### src/rtl/crc5_frame_assembler_if.sv
// Message-in / codeword-out stream bundle for crc5_frame_assembler.
// The slave modport is the assembler; the master modport is whoever feeds and drains it.
interface crc5_frame_assembler_if #(
    parameter int N = 11,
    parameter int K = 5
);
    logic             in_valid;
    logic             in_ready;
    logic [N-1:0]     in_msg;
    logic             out_valid;
    logic             out_ready;
    logic [N+K-1:0]   out_frame;

    modport master (
        output in_valid, in_msg, out_ready,
        input  in_ready, out_valid, out_frame
    );

    modport slave (
        input  in_valid, in_msg, out_ready,
        output in_ready, out_valid, out_frame
    );
endinterface

### src/rtl/crc5_frame_assembler.sv
// Feeds a fixed-latency CRC-5 engine, pairs each returned CRC with its delayed message and
// queues the codewords; optional delivered-frame counter under CRC_FRAME_STATS_EN.
module crc5_frame_assembler #(
    parameter int K     = 5,
    parameter int N     = 11,
    parameter int LAT   = 10,
    parameter int DEPTH = 4
) (
    input  logic                 clk,
    input  logic                 rst,
    crc5_frame_assembler_if.slave bus,
    output logic [N+K-1:0]       crc_m_out,
    input  logic [K-1:0]         crc_in
`ifdef CRC_FRAME_STATS_EN
    ,
    output logic [15:0]          frame_cnt
`endif
);
    localparam int FW = N + K;
    localparam int PW = (DEPTH > 1) ? $clog2(DEPTH) : 1;
    localparam int CW = $clog2(DEPTH + 1);
    localparam logic [CW:0]   CREDIT_LIMIT = (CW + 1)'(DEPTH);
    localparam logic [CW-1:0] CNT_FULL     = CW'(DEPTH);

    logic          acc;
    logic          capture;
    logic [N-1:0]  cap_msg;
    logic          pop;
    logic          fifo_nonempty;

    logic [PW-1:0] wr_ptr_q, wr_ptr_d;
    logic [PW-1:0] rd_ptr_q, rd_ptr_d;
    logic [CW-1:0] fifo_cnt_q, fifo_cnt_d;
    logic [CW-1:0] inflight_q, inflight_d;
    logic [FW-1:0] entry [DEPTH];

    assign acc       = bus.in_valid & bus.in_ready;
    assign crc_m_out = acc ? {bus.in_msg, {K{1'b0}}} : '0;

    // Delay line tracks the engine pipeline stage-for-stage; it never stalls.
    genvar gi;
    generate
        for (gi = 0; gi < LAT; gi++) begin : g_dl
            logic         vld_q;
            logic [N-1:0] msg_q;
            if (gi == 0) begin : g_head
                always_ff @(posedge clk or posedge rst) begin
                    if (rst) begin
                        vld_q <= 1'b0;
                        msg_q <= '0;
                    end else begin
                        vld_q <= acc;
                        msg_q <= acc ? bus.in_msg : '0;
                    end
                end
            end else begin : g_tail
                always_ff @(posedge clk or posedge rst) begin
                    if (rst) begin
                        vld_q <= 1'b0;
                        msg_q <= '0;
                    end else begin
                        vld_q <= g_dl[gi-1].vld_q;
                        msg_q <= g_dl[gi-1].msg_q;
                    end
                end
            end
        end
    endgenerate

    assign capture = g_dl[LAT-1].vld_q;
    assign cap_msg = g_dl[LAT-1].msg_q;

    generate
        for (gi = 0; gi < DEPTH; gi++) begin : g_mem
            logic [FW-1:0] entry_q;
            always_ff @(posedge clk or posedge rst) begin
                if (rst) begin
                    entry_q <= '0;
                end else if (capture && (wr_ptr_q == PW'(gi))) begin
                    entry_q <= {cap_msg, crc_in};
                end
            end
            assign entry[gi] = entry_q;
        end
    endgenerate

    assign fifo_nonempty = (fifo_cnt_q != '0);
    assign pop           = fifo_nonempty & bus.out_ready;

    assign bus.out_valid = fifo_nonempty;
    assign bus.out_frame = fifo_nonempty ? entry[rd_ptr_q] : '0;
    // Credits count buffered plus in-flight words, so a capture always finds a free slot.
    assign bus.in_ready  = ({1'b0, fifo_cnt_q} + {1'b0, inflight_q}) < CREDIT_LIMIT;

    always_comb begin
        wr_ptr_d   = wr_ptr_q;
        rd_ptr_d   = rd_ptr_q;
        fifo_cnt_d = fifo_cnt_q;
        inflight_d = inflight_q;
        if (capture) wr_ptr_d = wr_ptr_q + PW'(1);
        if (pop)     rd_ptr_d = rd_ptr_q + PW'(1);
        case ({capture, pop})
            2'b10:   fifo_cnt_d = fifo_cnt_q + CW'(1);
            2'b01:   fifo_cnt_d = fifo_cnt_q - CW'(1);
            default: fifo_cnt_d = fifo_cnt_q;
        endcase
        case ({acc, capture})
            2'b10:   inflight_d = inflight_q + CW'(1);
            2'b01:   inflight_d = inflight_q - CW'(1);
            default: inflight_d = inflight_q;
        endcase
    end

    always_ff @(posedge clk or posedge rst) begin
        if (rst) begin
            wr_ptr_q   <= '0;
            rd_ptr_q   <= '0;
            fifo_cnt_q <= '0;
            inflight_q <= '0;
        end else begin
            wr_ptr_q   <= wr_ptr_d;
            rd_ptr_q   <= rd_ptr_d;
            fifo_cnt_q <= fifo_cnt_d;
            inflight_q <= inflight_d;
        end
    end

`ifdef CRC_FRAME_STATS_EN
    logic [15:0] frame_cnt_q;
    always_ff @(posedge clk or posedge rst) begin
        if (rst) begin
            frame_cnt_q <= '0;
        end else if (pop && (frame_cnt_q != 16'hFFFF)) begin
            frame_cnt_q <= frame_cnt_q + 16'd1;
        end
    end
    assign frame_cnt = frame_cnt_q;
`endif

    a_no_full_capture: assert property (@(posedge clk) disable iff (rst)
        !(capture && (fifo_cnt_q == CNT_FULL)));

endmodule

### src/flat_wrapper.sv
// flat-port wrapper written by rule: the top's interface ports become plain ports
module crc5_frame_assembler_flat 
#(
    parameter int K     = 5,
    parameter int N     = 11,
    parameter int LAT   = 10,
    parameter int DEPTH = 4
)
  (clk, rst, crc_m_out, crc_in, bus_in_valid, bus_in_msg, bus_out_ready, bus_in_ready, bus_out_valid, bus_out_frame);
  crc5_frame_assembler_if #(.N(N), .K(K)) bus_i ();
  input  logic clk;
  input  logic rst;
  output logic [N+K-1:0] crc_m_out;
  input  logic [K-1:0] crc_in;
  input wire logic [$bits(bus_i.in_valid)-1:0] bus_in_valid;
  input wire logic [$bits(bus_i.in_msg)-1:0] bus_in_msg;
  input wire logic [$bits(bus_i.out_ready)-1:0] bus_out_ready;
  output wire logic [$bits(bus_i.in_ready)-1:0] bus_in_ready;
  output wire logic [$bits(bus_i.out_valid)-1:0] bus_out_valid;
  output wire logic [$bits(bus_i.out_frame)-1:0] bus_out_frame;
  assign bus_i.in_valid = bus_in_valid;
  assign bus_i.in_msg = bus_in_msg;
  assign bus_i.out_ready = bus_out_ready;
  assign bus_in_ready = bus_i.in_ready;
  assign bus_out_valid = bus_i.out_valid;
  assign bus_out_frame = bus_i.out_frame;
  crc5_frame_assembler #(.K(K), .N(N), .LAT(LAT), .DEPTH(DEPTH)) u_core (.clk(clk), .rst(rst), .bus(bus_i), .crc_m_out(crc_m_out), .crc_in(crc_in));
endmodule
### config.mk
export PLATFORM = sky130hd
export DESIGN_NAME = crc5_frame_assembler_flat
export DESIGN_NICKNAME = d
export VERILOG_FILES = /design/src/rtl/crc5_frame_assembler_if.sv /design/src/rtl/crc5_frame_assembler.sv /design/src/flat_wrapper.sv
export SDC_FILE = /design/constraint.sdc
export NUM_CORES = 1
export LEC_CHECK = 0
export CORE_MARGIN = 10
export CORE_UTILIZATION = 40
export DETAILED_ROUTE_END_ITERATION = 6
export PLACE_DENSITY_LB_ADDON = 0.25
export RECOVER_POWER = 100
export SYNTH_ARGS = -nofsm -noshare
export SYNTH_HDL_FRONTEND = slang
export SYNTH_SLANG_ARGS = --single-unit
### constraint.sdc
create_clock -name clk -period 11.6 [get_ports clk]
set_clock_uncertainty 0.1 [all_clocks]
set_input_delay 2.32 -clock clk [delete_from_list [all_inputs] [get_ports clk]]
set_output_delay 2.32 -clock clk [all_outputs]
set_load 0.005 [all_outputs]
Word-level counts from Yosys, hierarchy flattened
Cells that the tools add are included.
{"block": "classes", "add_sub_neg": 7, "mul": 0, "n_div": 0, "order_cmp": 2, "n_eq_ne": 7, "shift": 0, "n_mux": 8, "bitwise": 3, "n_reduce_logical": 8}
{"operator": "16-bit 2-to-1 mux", "n": 4}
{"operator": "16-bit binary-select mux with 2-bit select", "n": 1}
{"operator": "3-bit one-hot mux with 2 select lines", "n": 2}
{"operator": "11-bit 2-to-1 mux", "n": 1}
{"operator": "2-bit == test, second input constant", "n": 4}
{"operator": "3-bit by 1-bit adder with 3-bit output, second input constant", "n": 2}
{"operator": "2-bit by 1-bit == test with 1-bit output, second input constant", "n": 3}
{"operator": "3-bit by 1-bit subtractor with 3-bit output, second input constant", "n": 2}
{"operator": "2-bit by 1-bit adder with 2-bit output, second input constant", "n": 2}
{"operator": "3-bit by 3-bit adder with 4-bit output", "n": 1}
{"operator": "1-bit logical AND", "n": 4}
{"operator": "4-bit by 3-bit < comparator with 1-bit output, second input constant", "n": 1}
{"operator": "2-bit nonzero test", "n": 2}
{"operator": "3-bit >= comparator, second input constant", "n": 1}
{"operator": "2-bit inverter with 3-bit output", "n": 1}
{"operator": "3-bit nonzero test", "n": 1}
{"operator": "1-bit AND", "n": 2}
{"operator": "2-bit logical NOT", "n": 1}
{"block": "word_totals", "regBits": 194, "latchBits": 0, "mem_bits_rw": 0, "mem_bits_ro": 0, "mem_count": 0}

Longest topological paths before layout
Gate-level depths: netlist (run 1).
{"block": "logic_depth", "depth_word": 5, "ltp_mapped": 11}

Worst setup path before layout (run 1)
OpenSTA, ideal clock, no wires.
{"block": "synth_timing", "path_kind": "input to output", "start": "input port bus_in_valid", "end": "output port crc_m_out[11]", "arrival_ns": 2.812, "required_time_ns": 9.180, "path_slack_ns": 6.368, "cell_stages": 3, "path_buffers": 1, "path_cell_list": "and3b_1 > buf_2 > and2_1"}
{"block": "synth_between", "elab_chain_cells": 2}
{"item": "start, declared", "line_no": "flat_wrapper.sv:15", "text": "input wire logic [$bits(bus_i.in_valid)-1:0] bus_in_valid;"}
{"item": "1-bit AND", "line_no": "crc5_frame_assembler.sv:37", "text": "assign acc = bus.in_valid & bus.in_ready;"}
{"item": "net u_core.acc", "line_no": "crc5_frame_assembler.sv:25", "text": "logic acc;"}
{"item": "16-bit 2-to-1 mux", "line_no": "crc5_frame_assembler.sv:38", "text": "assign crc_m_out = acc ? {bus.in_msg, {K{1'b0}}} : '0;"}
{"item": "end, declared", "line_no": "flat_wrapper.sv:13", "text": "output logic [N+K-1:0] crc_m_out;"}
The timed path passes the listed nets, and every way through them passes these cells.

==> results of run 1 <==
layer usage:
metal | track usage [%] | vias up
met1 | 12.07 | 1569
met5 | 0 | -
met3 | 4.066 | 15
met2 | 15.95 | 63
li1 | - | 1345
met4 | 5.203 | 0
final cells by class:
| cell class | instances | area, sq um |
|---|---|---|
| tap | 216 | 270.3 |
| clock inverter | 13 | 162.7 |
| timing repair buffer | 50 | 491.7 |
| clock buffer | 19 | 452.9 |
| multi-input combinational | 149 | 1612 |
| sequential | 194 | 4855 |
| inverter | 11 | 42.54 |
| fill | 1329 | 8172 |
cells in the final DEF, fill, tap and decap left out, drive strengths merged:
cell type      Yosys  final
and2              28     28
and3               1      1
and3b              1      1
buf               16      1
bufinv             0      2
clkbuf             1     20
clkdlybuf4s50      0     12
clkinv             0      3
clkinvlp           0      1
conb               1      5
dfrtp            194    194
dlygate4sd3        0     36
fa                 2      2
ha                 8      8
inv               11     18
mux2              64     64
mux2i              1      1
mux4              16     16
nand2              6      6
nand3              1      1
nor2               2      2
nor2b              1      1
nor3               1      1
o21ai              2      2
or3                1      1
xnor2              3      3
xor2               6      6
critical path, cell delays in order:
cell	delay (ps)
dlygate4sd3_1	550
clkinvlp_2	2780
buf_4	1060
registers in the layout, summed over array words and instances, names as in the netlist:
signal / flops
u_core.g_dl.vld_q: 9
u_core.cap_msg: 11
u_core.g_mem.entry_q: 64
u_core.wr_ptr_q: 2
u_core.fifo_cnt_q: 3
u_core.inflight_q: 3
u_core.rd_ptr_q: 2
u_core.g_dl.msg_q: 99
u_core.capture: 1
kinds of logic after synthesis:
group | count (synthesis) | synth area share [%]
AOI/OAI and AO/OA | 2 | 0.1514
xor gates and xnor gates | 9 | 1.193
adders and majority gates | 10 | 2.120
buffers and inverters | 28 | 2.404
DFF | 194 | 73.44
muxes | 81 | 16.96
other | 1 | 0.05673
and+or+nand+nor | 42 | 3.672
worst paths after layout:
path                                                                 to                               start  slack (ps)
worst max-delay path            u_core.g_mem[0].entry_q[14]$_DFFE_PP0P_                                 rst        5150
worst min-delay path                 u_core.g_dl[4].msg_q[10]$_DFF_PP0_  u_core.g_dl[3].msg_q[10]$_DFF_PP0_         240
worst max register to register         u_core.fifo_cnt_q[2]$_DFFE_PP0P_    u_core.fifo_cnt_q[0]$_DFFE_PP0P_        9010
worst min register to register       u_core.g_dl[4].msg_q[10]$_DFF_PP0_  u_core.g_dl[3].msg_q[10]$_DFF_PP0_         240
max in group clk                                          crc_m_out[11]                        bus_in_valid        5170
min in group asynchronous             u_core.g_dl[1].msg_q[4]$_DFF_PP0_                                 rst        3780
through the flow:
step	instance area, sq um	utilization (%)	total power [mW]	setup slack [ps]	std cells
finish	7886	49.11	2.060	5150	652
global route	7886	49.11	2.194	4192	652
CTS	7896	49.17	2.125	5277	652
detailed placement	7281	45.34	1.514	5287	620
global placement	7281	45.34	1.480	5346	620
floorplan	6625	-	1.316	3896	371
where the power goes:
| part | total, mW | internal (mW) | switching, mW |
|---|---|---|---|
| Combinational | 0.448 | 0.278 | 0.171 |
| Clock | 0.599 | 0.338 | 0.261 |
| Sequential | 1.01 | 0.904 | 0.110 |
==> results by group, run 1 <==
Timing
  • Least-Margin Pin Slew: 5027 ps
  • Minimum clock period: 6450 ps
  • Tcrit/Tclk final: 55.60%
  • RSZ-0062 raised after global routing: false
  • Worst slew margin: -237.0%
  • Slew Limit Fails: 121
  • Hold Slack: 243.6 ps
  • Total Neg Setup Slack: 0 ps
  • Setup violations, final: 0
  • Max Clock Freq: 0.1550 GHz
  • Final Hold Fails: 0

Pwr
  • Worst vdd ir: 0.1451 mV
  • Ratio of total power to cell area: 261.2 mW/mm^2
  • Leakage power: 3.912 nW

Floorplanning
  • Core area: 0.01606 sq mm
  • Initial Util: 41.16%
  • Num ports: 54
  • Die span in y: 148.6 um
  • Die width: 148.6 um
  • Die Area: 0.02207 sq mm
  • Std-Cell Rows: 46

Worst hold path
  • Hold Path Class: register to register
  • Hold depth: 0

Routing
  • DRC: 0
  • Met2 wire length: 5020 um
  • Wire length on met1: 4518 um
  • ANT nets after route: 0
  • 1st-pass router iterations: 4
  • Wire per inst: 15.76 um
  • Vias per inst: 4.589
  • Final wirelength: 10,280 um
  • 1st-iter DRT viols: 88
  • Via count: 2,992
  • WL met3: 553 um
  • DR top layer: met4

Clocking
  • CTS tree: built
  • Post-CTS Setup Repair Bufs: 0
  • Hold buffers post-CTS: 0
  • Root buf cell: clkbuf_16
  • Clock-pin slew on the worst setup and hold paths: 70 ps
  • TritonCTS buffer count: 17
  • PostCTS Resize Cnt: 0
  • Maximum buffer depth of the clock tree: 2
  • H-tree depth: 4
  • Clock Latency Late Sink: 430 ps
  • Clock sink total: 194

Finish
  • Share of cells above drive strength 1: 24.31%
  • # diodes: 0
  • Area Overhead vs Synth: 19.31%
  • NumNets Final: 453

Placement
  • # port buffers: 48
  • Hpwl dp: 5975 um
  • Routability Congestion: 0.7017

GRT
  • GRT Overall Usage: 10.25%
  • Initial antenna violation count: 0
  • First-pass GRT wire length: 17,380 um
  • Vias in the first global route: 3,381
  • Total grt overflow: 0
  • Largest net degree at the start of global routing: 121

Yosys
  • Most frequent cell after synthesis: dfrtp_1
  • Top FF cell, synth: dfrtp_1
  • Post-synth top area share: 73.44%
  • Post-synth top cells: dfrtp_1, mux2_2, and2_1
  • Mapped cell area: 0.006610 sq mm
  • Synth area leader: dfrtp_1
  • Post-synth EDFFs: 0
  • Register area share after synthesis: 73.44%
  • Netlist cell types: 26
  • Main area contributors after synthesis: dfrtp_1, mux2_2, mux4_1, mux4_2, and2_1
  • Syn Area/Cell: 18.01 sq um
  • YS warnings: 0
  • Register bit count reported by yosys: 194
  • Mapped Cells: 367
  • Asr flop ratio synth: 100.0%

Critical path
  • Cells on worst reg2reg path: 8
  • CP Data Required Time: 11,940 ps
  • Worst-path maximum fanout: 120
  • Crit path DAT: 6790 ps
  • WS Path Type: primary input to asynchronous set/reset pin
  • Critical path capture point type: asynchronous set/reset pin
  • Startpoint Class: primary input

Run status
  • Status: complete, but fails checks
  • Failing checks: capacitance limit, slew limit

Flow run
  • MaxCap Viol Count: 1
Power figures use the tool's default switching activity.
==> inputs of run 2 (changes only) <==
==> constraint.sdc (replaced) <==
create_clock -name clk -period 5.18 [get_ports clk]
set_clock_uncertainty 0.1 [all_clocks]
set_input_delay 1.036 -clock clk [delete_from_list [all_inputs] [get_ports clk]]
set_output_delay 1.036 -clock clk [all_outputs]
set_load 0.005 [all_outputs]
==> run 2 against run 1 <==
The flow still finishes with violations (capacitance limit, slew limit). Clock power grew 110%. Register-to-register slack lost 6400 ps. Worst hold slack gained 2.3 ps. Critical path type is now register to output port. Largest power group unchanged. Core utilization shrank 0.16 points. Total power grew 120%.
==> results by group, run 2 (synthesized netlist as in run 1, its figures left out) <==
GRT
  • First-pass GRT wire length: 17,150 um
  • Total grt overflow: 0
  • Initial antenna violation count: 0
  • GRT Overall Usage: 9.970%
  • Vias in the first global route: 3,372
  • Largest net degree at the start of global routing: 99

Clocking
  • Clock-pin slew on the worst setup and hold paths: 70 ps
  • TritonCTS buffer count: 17
  • Post-CTS Setup Repair Bufs: 0
  • CTS tree: built
  • PostCTS Resize Cnt: 0
  • Clock sink total: 194
  • Maximum buffer depth of the clock tree: 2
  • Root buf cell: clkbuf_16
  • Clock Latency Late Sink: 420 ps
  • H-tree depth: 4
  • Hold buffers post-CTS: 0

Flow run
  • MaxCap Viol Count: 1

Finish
  • Commonest non-fill, non-tap cell in the layout: dfrtp_1
  • Most frequent cells in the layout: dfrtp_1, mux2_2, dlygate4sd3_1, clkdlybuf4s50_1, clkbuf_16
  • Final std cells w/o fill: 653
  • Filler instances: 1,347
  • # diodes: 0
  • Area Overhead vs Synth: 18.91%
  • Largest register FFs: 99
  • NumNets Final: 455
  • Post-route cell area: 0.007860 sq mm
  • Most flop-heavy register: u_core.g_dl.msg_q
  • Share of cells above drive strength 1: 23.80%

Floorplanning
  • Initial Util: 41.16%
  • Die Area: 0.02207 sq mm
  • Die width: 148.6 um
  • Die span in y: 148.6 um
  • Std-Cell Rows: 46
  • Core area: 0.01606 sq mm
  • Num ports: 54

Timing
  • Minimum clock period: 4334 ps
  • Slew Limit Fails: 46
  • Tcrit/Tclk final: 83.66%
  • RSZ-0062 raised after global routing: false
  • Max Clock Freq: 0.2307 GHz
  • Total Neg Setup Slack: 0 ps
  • Setup violations, final: 0
  • Least-Margin Pin Slew: 1954 ps
  • Worst slew margin: -30.95%
  • Final Hold Fails: 0

Routing
  • Vias per inst: 4.554
  • DRC: 0
  • Via count: 2,974
  • ANT nets after route: 0
  • Wire per inst: 15.28 um
  • 1st-pass router iterations: 4
  • Final wirelength: 9977 um
  • 1st-iter DRT viols: 92

Critical path
  • Startpoint Class: register
  • CP Data Required Time: 4040 ps
  • Crit path DAT: 3200 ps
  • Worst-path maximum fanout: 11
  • Cells on worst reg2reg path: 10
  • Critical path capture point type: output port
  • WS Path Type: register to output port

Pwr
  • Leakage power: 3.878 nW
  • Worst vdd ir: 0.2974 mV
  • Ratio of total power to cell area: 575.0 mW/mm^2

Placement
  • Placed cell count: 622
  • Post-place instance area: 0.007305 sq mm
  • Hpwl dp: 6139 um
  • Routability Congestion: 0.6842
  • # port buffers: 48

Run status
  • Failing checks: capacitance limit, slew limit
  • Status: complete, but fails checks

Worst hold path
  • Hold depth: 0
  • Hold Path Class: register to register
[run 2: worst paths after layout]
path                            slack [ps]                                endpoint                         startpoint
max in group asynchronous             2120  u_core.g_mem[2].entry_q[0]$_DFFE_PP0P_                                rst
worst max-delay path                   850                        bus_out_frame[0]     u_core.rd_ptr_q[0]$_DFFE_PP0N_
worst min-delay path                   250       u_core.g_dl[3].msg_q[1]$_DFF_PP0_  u_core.g_dl[2].msg_q[1]$_DFF_PP0_
min in group asynchronous             1460       u_core.g_dl[0].msg_q[8]$_DFF_PP0_                                rst
worst min register to register         250       u_core.g_dl[3].msg_q[1]$_DFF_PP0_  u_core.g_dl[2].msg_q[1]$_DFF_PP0_
worst max register to register        2640        u_core.inflight_q[2]$_DFFE_PP0P_   u_core.inflight_q[2]$_DFFE_PP0P_
[run 2: metal layers]
metal,vias up,share of wire [%],track usage [%],wire [um]
li1,1347,-,-,-
met1,1553,46,12.55,4603
met2,58,47,15.15,4694
met3,16,5.1,3.823,510
met4,0,1.7,4.014,168
met5,-,0,0,0
[run 2: metrics by stage]
| step | setup WS (ps) | power (mW) | utilization (%) | hold WS [ps] |
|---|---|---|---|---|
| floorplan | 1540 | 2.947 | - | 231.2 |
| global placement | 1482 | 3.320 | 45.49 | 231.8 |
| detailed placement | 1410 | 3.391 | 45.49 | 234.7 |
| CTS | 1396 | 4.651 | 49.01 | 244.2 |
| global route | 655.1 | 4.820 | 48.95 | 253.1 |
| finish | 846.2 | 4.520 | 48.95 | 245.8 |
[run 2: area by class of cell]
cell class	instances	area (sq um)	area share, %
Sequential cell	194	4855	61.76
Multi-Input combinational cell	149	1612	20.50
Timing Repair Buffer	52	515.5	6.558
Clock buffer	20	446.7	5.683
Tap cell	216	270.3	3.438
Clock inverter	11	118.9	1.512
Inverter	11	42.54	0.5412
[run 2: report_power, final]
group / total [mW] / switching (mW) / leakage [nW] / internal (mW)
logic: 1.00 / 0.376 / 1.01 / 0.628
registers: 2.27 / 0.253 / 2.60 / 2.02
clock network: 1.24 / 0.555 / 0.268 / 0.687
total: 4.52 / 1.18 / 3.88 / 3.34
[run 2: worst max-delay path, stage by stage (launching register included)]
cell and delay, ps:
dfrtp_1 640, clkbuf_1 770, mux4_1 630, and2_1 160, dlygate4sd3_1 570
